--- config.mk ---
export PLATFORM = sky130hd
export DESIGN_NAME = jtframe_rst_seq
export DESIGN_NICKNAME = d
export VERILOG_FILES = /design/src/rtl/jtframe_rst_seq.sv
export SDC_FILE = /design/constraint.sdc
export NUM_CORES = 1
export LEC_CHECK = 0
export CORE_UTILIZATION = 45
export DETAILED_ROUTE_END_ITERATION = 12
export SYNTH_ARGS = -nofsm -noshare
export SYNTH_HDL_FRONTEND = slang
export SYNTH_SLANG_ARGS = --single-unit
--- constraint.sdc ---
create_clock -name clk -period 1.85 [get_ports clk]
set_clock_uncertainty 0.1 [all_clocks]
set_input_delay 0.4625 -clock clk [delete_from_list [all_inputs] [get_ports clk]]
set_output_delay 0.4625 -clock clk [all_outputs]
set_load 0.03 [all_outputs]
--- src/rtl/jtframe_rst_seq.sv ---
// Reset sequencer on the free-running board clock: supervises PLL lock, filters
// lock glitches and releases NCH reset domains in staggered order.
module jtframe_rst_seq #(
  parameter int         NCH        = 3,
  parameter int         LOCK_FILT  = 4,
  parameter int         LOCK_TO    = 4096,
  parameter int         PLL_HOLD   = 256,
  parameter int         HOLD       = 64,
  parameter int         STEP       = 16,
  parameter logic [7:0] DWNLD_MASK = 8'b0000_0110
) (
  input  logic           clk,
  input  logic           rst_n,
  input  logic           pll_locked,
  input  logic           rst_req,
  input  logic           dwnld_busy,
  output logic           pll_rst,
  output logic [NCH-1:0] rst_out,
  output logic [NCH-1:0] rst_out_n,
  output logic           ready,
  output logic [7:0]     lost_cnt
);

  localparam int STEP_MAX = STEP * (NCH - 1);
  localparam int LF_W     = (LOCK_FILT > 1) ? $clog2(LOCK_FILT) : 1;
  localparam int TO_W     = (LOCK_TO   > 1) ? $clog2(LOCK_TO)   : 1;
  localparam int PH_W     = (PLL_HOLD  > 1) ? $clog2(PLL_HOLD)  : 1;
  localparam int HD_W     = (HOLD      > 1) ? $clog2(HOLD)      : 1;
  localparam int ST_W     = (STEP_MAX  > 0) ? $clog2(STEP_MAX + 1) : 1;

  typedef enum logic [2:0] {
    S_WAIT_LOCK,
    S_PLL_RST,
    S_HOLD,
    S_RELEASE,
    S_RUN
  } state_t;

  // 2-FF synchronisers for the asynchronous inputs
  logic r_lk_ff, r_lk_s;
  logic r_rq_ff, r_rq_s;
  logic r_dw_ff, r_dw_s;

  state_t            r_state,    w_state_nxt;
  logic [LF_W-1:0]   r_lock_cnt, w_lock_cnt_nxt;
  logic [TO_W-1:0]   r_to_cnt,   w_to_cnt_nxt;
  logic [PH_W-1:0]   r_pll_cnt,  w_pll_cnt_nxt;
  logic [HD_W-1:0]   r_hold_cnt, w_hold_cnt_nxt;
  logic [ST_W-1:0]   r_step,     w_step_nxt;

  logic [NCH-1:0]    w_hold_nxt;
  logic              w_ready_nxt;
  logic              w_lost;

  logic              r_pll_rst;
  logic [NCH-1:0]    r_rst_out;
  logic [NCH-1:0]    r_rst_out_n;
  logic              r_ready;
  logic [7:0]        r_lost_cnt;

  always_ff @(posedge clk or negedge rst_n) begin
    if (!rst_n) begin
      r_lk_ff <= 1'b0;
      r_lk_s  <= 1'b0;
      r_rq_ff <= 1'b0;
      r_rq_s  <= 1'b0;
      r_dw_ff <= 1'b0;
      r_dw_s  <= 1'b0;
    end else begin
      // NOTE: non-blocking assignments make each flop sample the previous
      // stage's old value, which is what gives a true two-stage synchroniser.
      r_lk_ff <= pll_locked;
      r_lk_s  <= r_lk_ff;
      r_rq_ff <= rst_req;
      r_rq_s  <= r_rq_ff;
      r_dw_ff <= dwnld_busy;
      r_dw_s  <= r_dw_ff;
    end
  end

  always_ff @(posedge clk or negedge rst_n) begin
    if (!rst_n) begin
      r_state    <= S_WAIT_LOCK;
      r_lock_cnt <= '0;
      r_to_cnt   <= '0;
      r_pll_cnt  <= '0;
      r_hold_cnt <= '0;
      r_step     <= '0;
    end else begin
      r_state    <= w_state_nxt;
      r_lock_cnt <= w_lock_cnt_nxt;
      r_to_cnt   <= w_to_cnt_nxt;
      r_pll_cnt  <= w_pll_cnt_nxt;
      r_hold_cnt <= w_hold_cnt_nxt;
      r_step     <= w_step_nxt;
    end
  end

  always_comb begin
    // NOTE: every output of this block gets a default first so no path can
    // leave one unassigned and infer a latch. Counters default to zero, so
    // each one is cleared whenever its own state is left or re-entered.
    w_state_nxt    = r_state;
    w_lock_cnt_nxt = '0;
    w_to_cnt_nxt   = '0;
    w_pll_cnt_nxt  = '0;
    w_hold_cnt_nxt = '0;
    w_step_nxt     = '0;
    w_hold_nxt     = '1;
    w_ready_nxt    = 1'b0;
    w_lost         = 1'b0;

    case (r_state)
      S_WAIT_LOCK: begin
        w_lock_cnt_nxt = r_lk_s ? r_lock_cnt + LF_W'(1) : '0;
        w_to_cnt_nxt   = r_to_cnt + TO_W'(1);
        if (r_lk_s && r_lock_cnt == LF_W'(LOCK_FILT - 1)) begin
          w_state_nxt    = S_HOLD;
          w_lock_cnt_nxt = '0;
          w_to_cnt_nxt   = '0;
        end else if (r_to_cnt == TO_W'(LOCK_TO - 1)) begin
          w_state_nxt    = S_PLL_RST;
          w_lock_cnt_nxt = '0;
          w_to_cnt_nxt   = '0;
        end
      end

      S_PLL_RST: begin
        if (r_pll_cnt == PH_W'(PLL_HOLD - 1)) begin
          w_state_nxt = S_WAIT_LOCK;
        end else begin
          w_pll_cnt_nxt = r_pll_cnt + PH_W'(1);
        end
      end

      S_HOLD: begin
        if (!r_lk_s) begin
          w_state_nxt = S_PLL_RST;
          w_lost      = 1'b1;
        end else if (r_rq_s) begin
          w_hold_cnt_nxt = '0;
        end else if (r_hold_cnt == HD_W'(HOLD - 1)) begin
          w_state_nxt = S_RELEASE;
        end else begin
          w_hold_cnt_nxt = r_hold_cnt + HD_W'(1);
        end
      end

      S_RELEASE: begin
        if (!r_lk_s) begin
          w_state_nxt = S_PLL_RST;
          w_lost      = 1'b1;
        end else if (r_rq_s) begin
          w_state_nxt = S_HOLD;
        end else begin
          // channel i stays held until the step counter has reached STEP*i
          for (int i = 0; i < NCH; i++) begin
            w_hold_nxt[i] = int'(r_step) < STEP * i;
          end
          if (int'(r_step) >= STEP_MAX) begin
            w_state_nxt = S_RUN;
            w_ready_nxt = 1'b1;
          end else begin
            w_step_nxt = r_step + ST_W'(1);
          end
        end
      end

      S_RUN: begin
        if (!r_lk_s) begin
          w_state_nxt = S_PLL_RST;
          w_lost      = 1'b1;
        end else if (r_rq_s) begin
          w_state_nxt = S_HOLD;
        end else begin
          w_hold_nxt  = '0;
          w_ready_nxt = 1'b1;
        end
      end

      default: w_state_nxt = S_WAIT_LOCK;
    endcase
  end

  always_ff @(posedge clk or negedge rst_n) begin
    if (!rst_n) begin
      r_pll_rst   <= 1'b0;
      r_rst_out   <= '1;
      r_rst_out_n <= '0;
      r_ready     <= 1'b0;
      r_lost_cnt  <= '0;
    end else begin
      r_pll_rst   <= (w_state_nxt == S_PLL_RST);
      r_rst_out   <= w_hold_nxt | (DWNLD_MASK[NCH-1:0] & {NCH{r_dw_s}});
      r_rst_out_n <= ~(w_hold_nxt | (DWNLD_MASK[NCH-1:0] & {NCH{r_dw_s}}));
      r_ready     <= w_ready_nxt;
      if (w_lost && r_lost_cnt != 8'hFF) begin
        r_lost_cnt <= r_lost_cnt + 8'd1;
      end
    end
  end

  assign pll_rst   = r_pll_rst;
  assign rst_out   = r_rst_out;
  assign rst_out_n = r_rst_out_n;
  assign ready     = r_ready;
  assign lost_cnt  = r_lost_cnt;

endmodule

# Word-level counts from Yosys, hierarchy flattened

Index checks and enable logic that the tools add are counted.

Register bits: 59
Input bits: 5
Logic and storage cells: 84

$add $sub $neg: 6
Magnitude comparators: 3
Equality and inequality tests: 10
Mux-type cells: 42
Bitwise logic cells: 2
Reduce and logical (&&, ||, !) cells: 4

Operators by type and width:

| operator                                            | count |
|---|---|
| 2-to-1 mux 6 bit                                    | 8 |
| 2-to-1 mux 3 bit                                    | 15 |
| 2-to-1 mux 12 bit                                   | 3 |
| adder 8 x 1 -> 8 bit (second input constant)        | 2 |
| 2-to-1 mux 8 bit                                    | 2 |
| case mux 3 bit (5 select lines)                     | 1 |
| adder 12 x 1 -> 12 bit (second input constant)      | 1 |
| adder 6 x 1 -> 6 bit (second input constant)        | 2 |
| == test 12 bit (second input constant)              | 1 |
| == test 8 bit (second input constant)               | 1 |
| 2-to-1 mux 2 bit                                    | 4 |
| != test 8 bit (second input constant)               | 1 |
| 2-to-1 mux 1 bit                                    | 7 |
| == test 3 x 1 -> 1 bit (second input constant)      | 2 |
| == test 3 x 2 -> 1 bit (second input constant)      | 2 |
| == test 6 bit (second input constant)               | 1 |
| >= comparator 6 bit (second input constant)         | 1 |
| < comparator 6 x 5 -> 1 bit (second input constant) | 1 |
| < comparator 6 bit (second input constant)          | 1 |
| case mux 3 bit (2 select lines)                     | 1 |
| == test 3 bit (second input constant)               | 1 |
| zero test 3 bit                                     | 1 |
| inverter 3 bit                                      | 1 |
| OR 3 bit                                            | 1 |
| other kinds (5)                                     | 6 |

# Logic depth before layout (Yosys ltp)

Gate-level depths: netlist of the first run.

Depth after elaboration: 6
Gate-level depth with buffers: 6
Depth with buffers taken out: 5

# Worst setup path before layout of the first run

OpenSTA, ideal clock, no wires.

Path type: register to register
Start point: reg r_to_cnt[0]
End point: reg r_to_cnt[11]
Library setup time: 0.073 ns
Arrival time: 1.499 ns
Path slack: 0.178 ns
Cell stages (with the launch flop): 7
Buffers on the path: 1
Clock period less this slack: 1.672 ns
Cell sequence: dfrtp_1 -> ha_1 -> and4_1 -> and4_1 -> or2_1 -> buf_2 -> nor2b_1

Cells in the longest elaborated chain, start to end: 4

Ends and longest elaborated chain:

| item                                                     | line     | text |
|---|---|---|
| start, declared                                          | 46       | `logic [TO_W-1:0] r_to_cnt, w_to_cnt_nxt;` |
| start signal, assigned                                   | 92       | `r_to_cnt <= w_to_cnt_nxt;` |
| adder 12 x 1 -> 12 bit or == test 12 bit (tied branches) | 116, 121 |  |
| 2-to-1 mux 12 bit *                                      | 121      | `end else if (r_to_cnt == TO_W'(LOCK_TO - 1)) begin` |
| 2-to-1 mux 12 bit *                                      | 117      | `if (r_lk_s && r_lock_cnt == LF_W'(LOCK_FILT - 1)) begin` |
| 2-to-1 mux 12 bit *                                      | 113      | `case (r_state)` |
| net w_to_cnt_nxt[11]                                     | 46       |  |

Mark *: on every way through the listed nets, which the timed path passes. The rest lies on a longest branch.
A chain may end at the register's enable or synchronous reset.

# Worst setup path in the final report of the first run

Start point: reg r_rst_out[1] (netlist: rst_out[1])
End point: out rst_out[1]

RTL lines:

| item                   | line | text |
|---|---|---|
| start, declared        | 56   | `logic [NCH-1:0] r_rst_out;` |
| start signal, assigned | 194  | `r_rst_out <= w_hold_nxt \| (DWNLD_MASK[NCH-1:0] & {NCH{r_dw_s}});` |
| end, declared          | 18   | `output logic [NCH-1:0] rst_out,` |

No word-level cell between the ends.

==> metrics.yaml, run 1 <==
outcome: "complete, no violations"
yosys_warnings: 0
fmax_mhz: 560
wl_met2_um: 1820
synthTopCellsByArea: "dfrtp_1 (55%), xor2_1 (5.8%), nor2_1 (4.6%), xnor2_1 (4.5%), ha_1 (3.4%)"
hold_buffers: 0
critPathTopFamily: "flip-flops"
clock_path_buffers: 2
cts.sinks: 59
netlist_area_um2: 2550
fin_crit_ns: 1.79
max-cap-violations: 0
end_kind: "output pin"
power_per_cell_area_nw_per_um2: 1010
first_pass_iters: 4
setup_tns_ns: 0
p_leak_nw: 1.39
holdCritPathClass: "input port to asynchronous set/reset pin"
async_flop_share: 1.00
cts_tree: "yes"
crit_arrival_ns: 1.22
crit_chain: "dlygate4sd2_1"
drtIter0Drc: 94
path_max_fanout: 1
fin_nets: 271
ys_seq_area_frac: 0.580
cts_root_buf: "clkbuf_8"
htreeDepth: 3
netlist_instances: 224
vias: 1638
synth_top_area_share: 0.550
worst_pin_slew_ns: 0.389
track_usage: 0.173
drt-wirelength-per-cell_um: 12.3
total_power_w: 0.00304
hpwl_um: 2800
die_h_um: 77.3
ir_drop_v: 0.000667
met3_length_um: 153
drt.antenna.violating_nets: 0
synth_top_cells_by_count: "dfrtp_1 (56), nor2_1 (31), nand3_1 (17), xor2_1 (17)"
required_ns: 1.29
grt_max_degree: 60
synth.most_common_cell: "dfrtp_1"
startpoint_type: "register"
slowest_delay_ns: 0.51
io_buffers: 20
synthToLayoutAreaGrowth_pct: 18.7
dieArea_um2: 5970
drive_gt1_frac: 0.121
initial_core_util: 0.466
synth-seq-cells: 59
setup_viol: 0
clkLatencyLatePin_ns: 0.33
yosysUniqueCellTypes: 41
syn_nets: 236
ff_latch_area_um2: 1480
placementRows: 27
diodes: 0
met1_length_um: 2090
topRoutingLayerUsed: "met4"
pin_count: 21
grt_pass1_wl_um: 7810
grt_pass1_vias: 1683
maxSlewHeadroom: 0.741
grt-ovfl-total: 0
fin_crit_sh: 0.966
hold_violations: 0
vias_per_cell: 4.88
critPathKind: "register to output pin"
syn_avg_cell_area_um2: 11.4
synth_area_leader_cell: "dfrtp_1"
core_um2: 5470
clkSlewWorstSetupHoldPaths_ns: 0.06
rsz0062_at_grt: "false"
synth_edf_count: 0
multi_input_area_um2: 1030
synth_ff_type: "dfrtp_1"
routed_wl_um: 4140
cts_buffers: 9
cp_num_buf_inv: 1
drv_slew: 0
antenna_found_initial: 0
dieWidth_um: 77.3
place.gp.congestion: 0.729
crit_path_top_delay_cell: "dfstp_2"
nFillCells: 504
remaining_drc_errors: 0
state kept, by name, indices dropped and copies added (netlist names), 2 cells and up:
name        cells
r_state         3
lost_cnt        8
r_hold_cnt      6
r_pll_cnt       8
r_step          6
r_lock_cnt      2
r_to_cnt       12
rst_out_n       3
rst_out         3
cells by family (layout without fill, tap and decap cells):
logic type                 Yosys count  count (layout)  share of synthesized area
and+or+nand+nor                     99              99                      0.201
DFF                                 59              59                      0.580
xor gates and xnor gates            30              30                      0.103
AOI/OAI and AO/OA                   18              18                     0.0589
buffers and inverters               10              50                     0.0167
adders and majority gates            7               7                     0.0343
muxes                                1               1                    0.00589
path summary, 6_finish.rpt:
check                                            from                     end  slack [ns]  cells after the start
max in group asynchronous                       rst_n    rst_out[0]$_DFF_PN1_        1.34                      2
worst max register to register  r_to_cnt[0]$_DFF_PN0_  r_to_cnt[11]$_DFF_PN0_        0.11                      5
worst max-delay path             rst_out[1]$_DFF_PN1_              rst_out[1]        0.06                      1
worst min register to register      r_rq_ff$_DFF_PN0_        r_rq_s$_DFF_PN0_        0.25                      0
worst min-delay path                            rst_n     r_step[5]$_DFF_PN0_        0.03                      2
min in group clk                    r_rq_ff$_DFF_PN0_        r_rq_s$_DFF_PN0_        0.25                      0
per-layer routing:
layer | up-vias | global-route usage
li1 | 834 | -
met1 | 776 | 0.223
met2 | 20 | 0.254
met3 | 8 | 0.0643
met4 | 0 | 0.0849
met5 | - | 0
layout make-up:
cell class,count,share of cell area
Sequential cell,59,0.489
Timing Repair Buffer,27,0.0794
Multi-Input combinational cell,155,0.342
Clock inverter,3,0.00496
Tap cell,72,0.0298
Inverter,7,0.00868
Clock buffer,13,0.0459
cells in the final DEF, fill, tap and decap left out, drive strengths merged, types with 2 or more instances in the layout:
master,synthesis,routed
xor2,17,17
xnor2,13,13
nand2,13,13
or3,2,2
nand3b,3,3
ha,7,7
and2,5,5
dlygate4sd2,0,16
buf,2,8
clkinv,0,3
dfstp,3,3
nand4,7,7
inv,7,7
a21oi,3,3
and4,6,6
dfrtp,56,56
nand3,17,17
nor2,31,31
nor3,4,4
clkdlybuf4s50,0,3
and3,2,2
a211oi,3,3
nand2b,3,3
or3b,2,2
clkbuf,1,13
o21ai,4,4
where the power goes:
group | internal (W) | switching (W) | total [W]
Combinational | 0.000251 | 0.000324 | 0.000574
Clock | 0.000480 | 0.000463 | 0.000943
Sequential | 0.00142 | 0.000110 | 0.00152
Total | 0.00215 | 0.000896 | 0.00304
timing repair:
item                                    4_1_cts  5_1_grt
endpoints found under the hold margin         0        0
endpoints found under the setup margin       16       12
resized for setup                            16        3
buffers inserted                              0        0
metrics by stage:
| step | instances | hold WS [ns] | utilization | worst slack (ns) | cell area, um^2 |
|---|---|---|---|---|---|
| global placement | 320 | 0.232 | 0.527 | 0.104 | 2880 |
| floorplan | 224 | 0.0669 | - | 0.178 | 2550 |
| global route | 336 | 0.0543 | 0.553 | 0.0142 | 3030 |
| detailed placement | 320 | 0.236 | 0.527 | 0.0596 | 2880 |
| finish | 336 | 0.0292 | 0.553 | 0.0629 | 3030 |
| CTS | 336 | 0.0298 | 0.551 | 0.0427 | 3020 |
No activity file was read; power rests on OpenSTA's default activity.
==> run 2: changes to the inputs <==
--- a/config.mk
+++ b/config.mk
@@ -6,6 +6,7 @@
 export NUM_CORES = 1
 export LEC_CHECK = 0
 export CORE_UTILIZATION = 45
+export CTS_CLUSTER_DIAMETER = 200
 export DETAILED_ROUTE_END_ITERATION = 12
 export SYNTH_ARGS = -nofsm -noshare
 export SYNTH_HDL_FRONTEND = slang
==> results of run 2 <==
The final DEF is identical to that of run 1; final timing and power are the same.
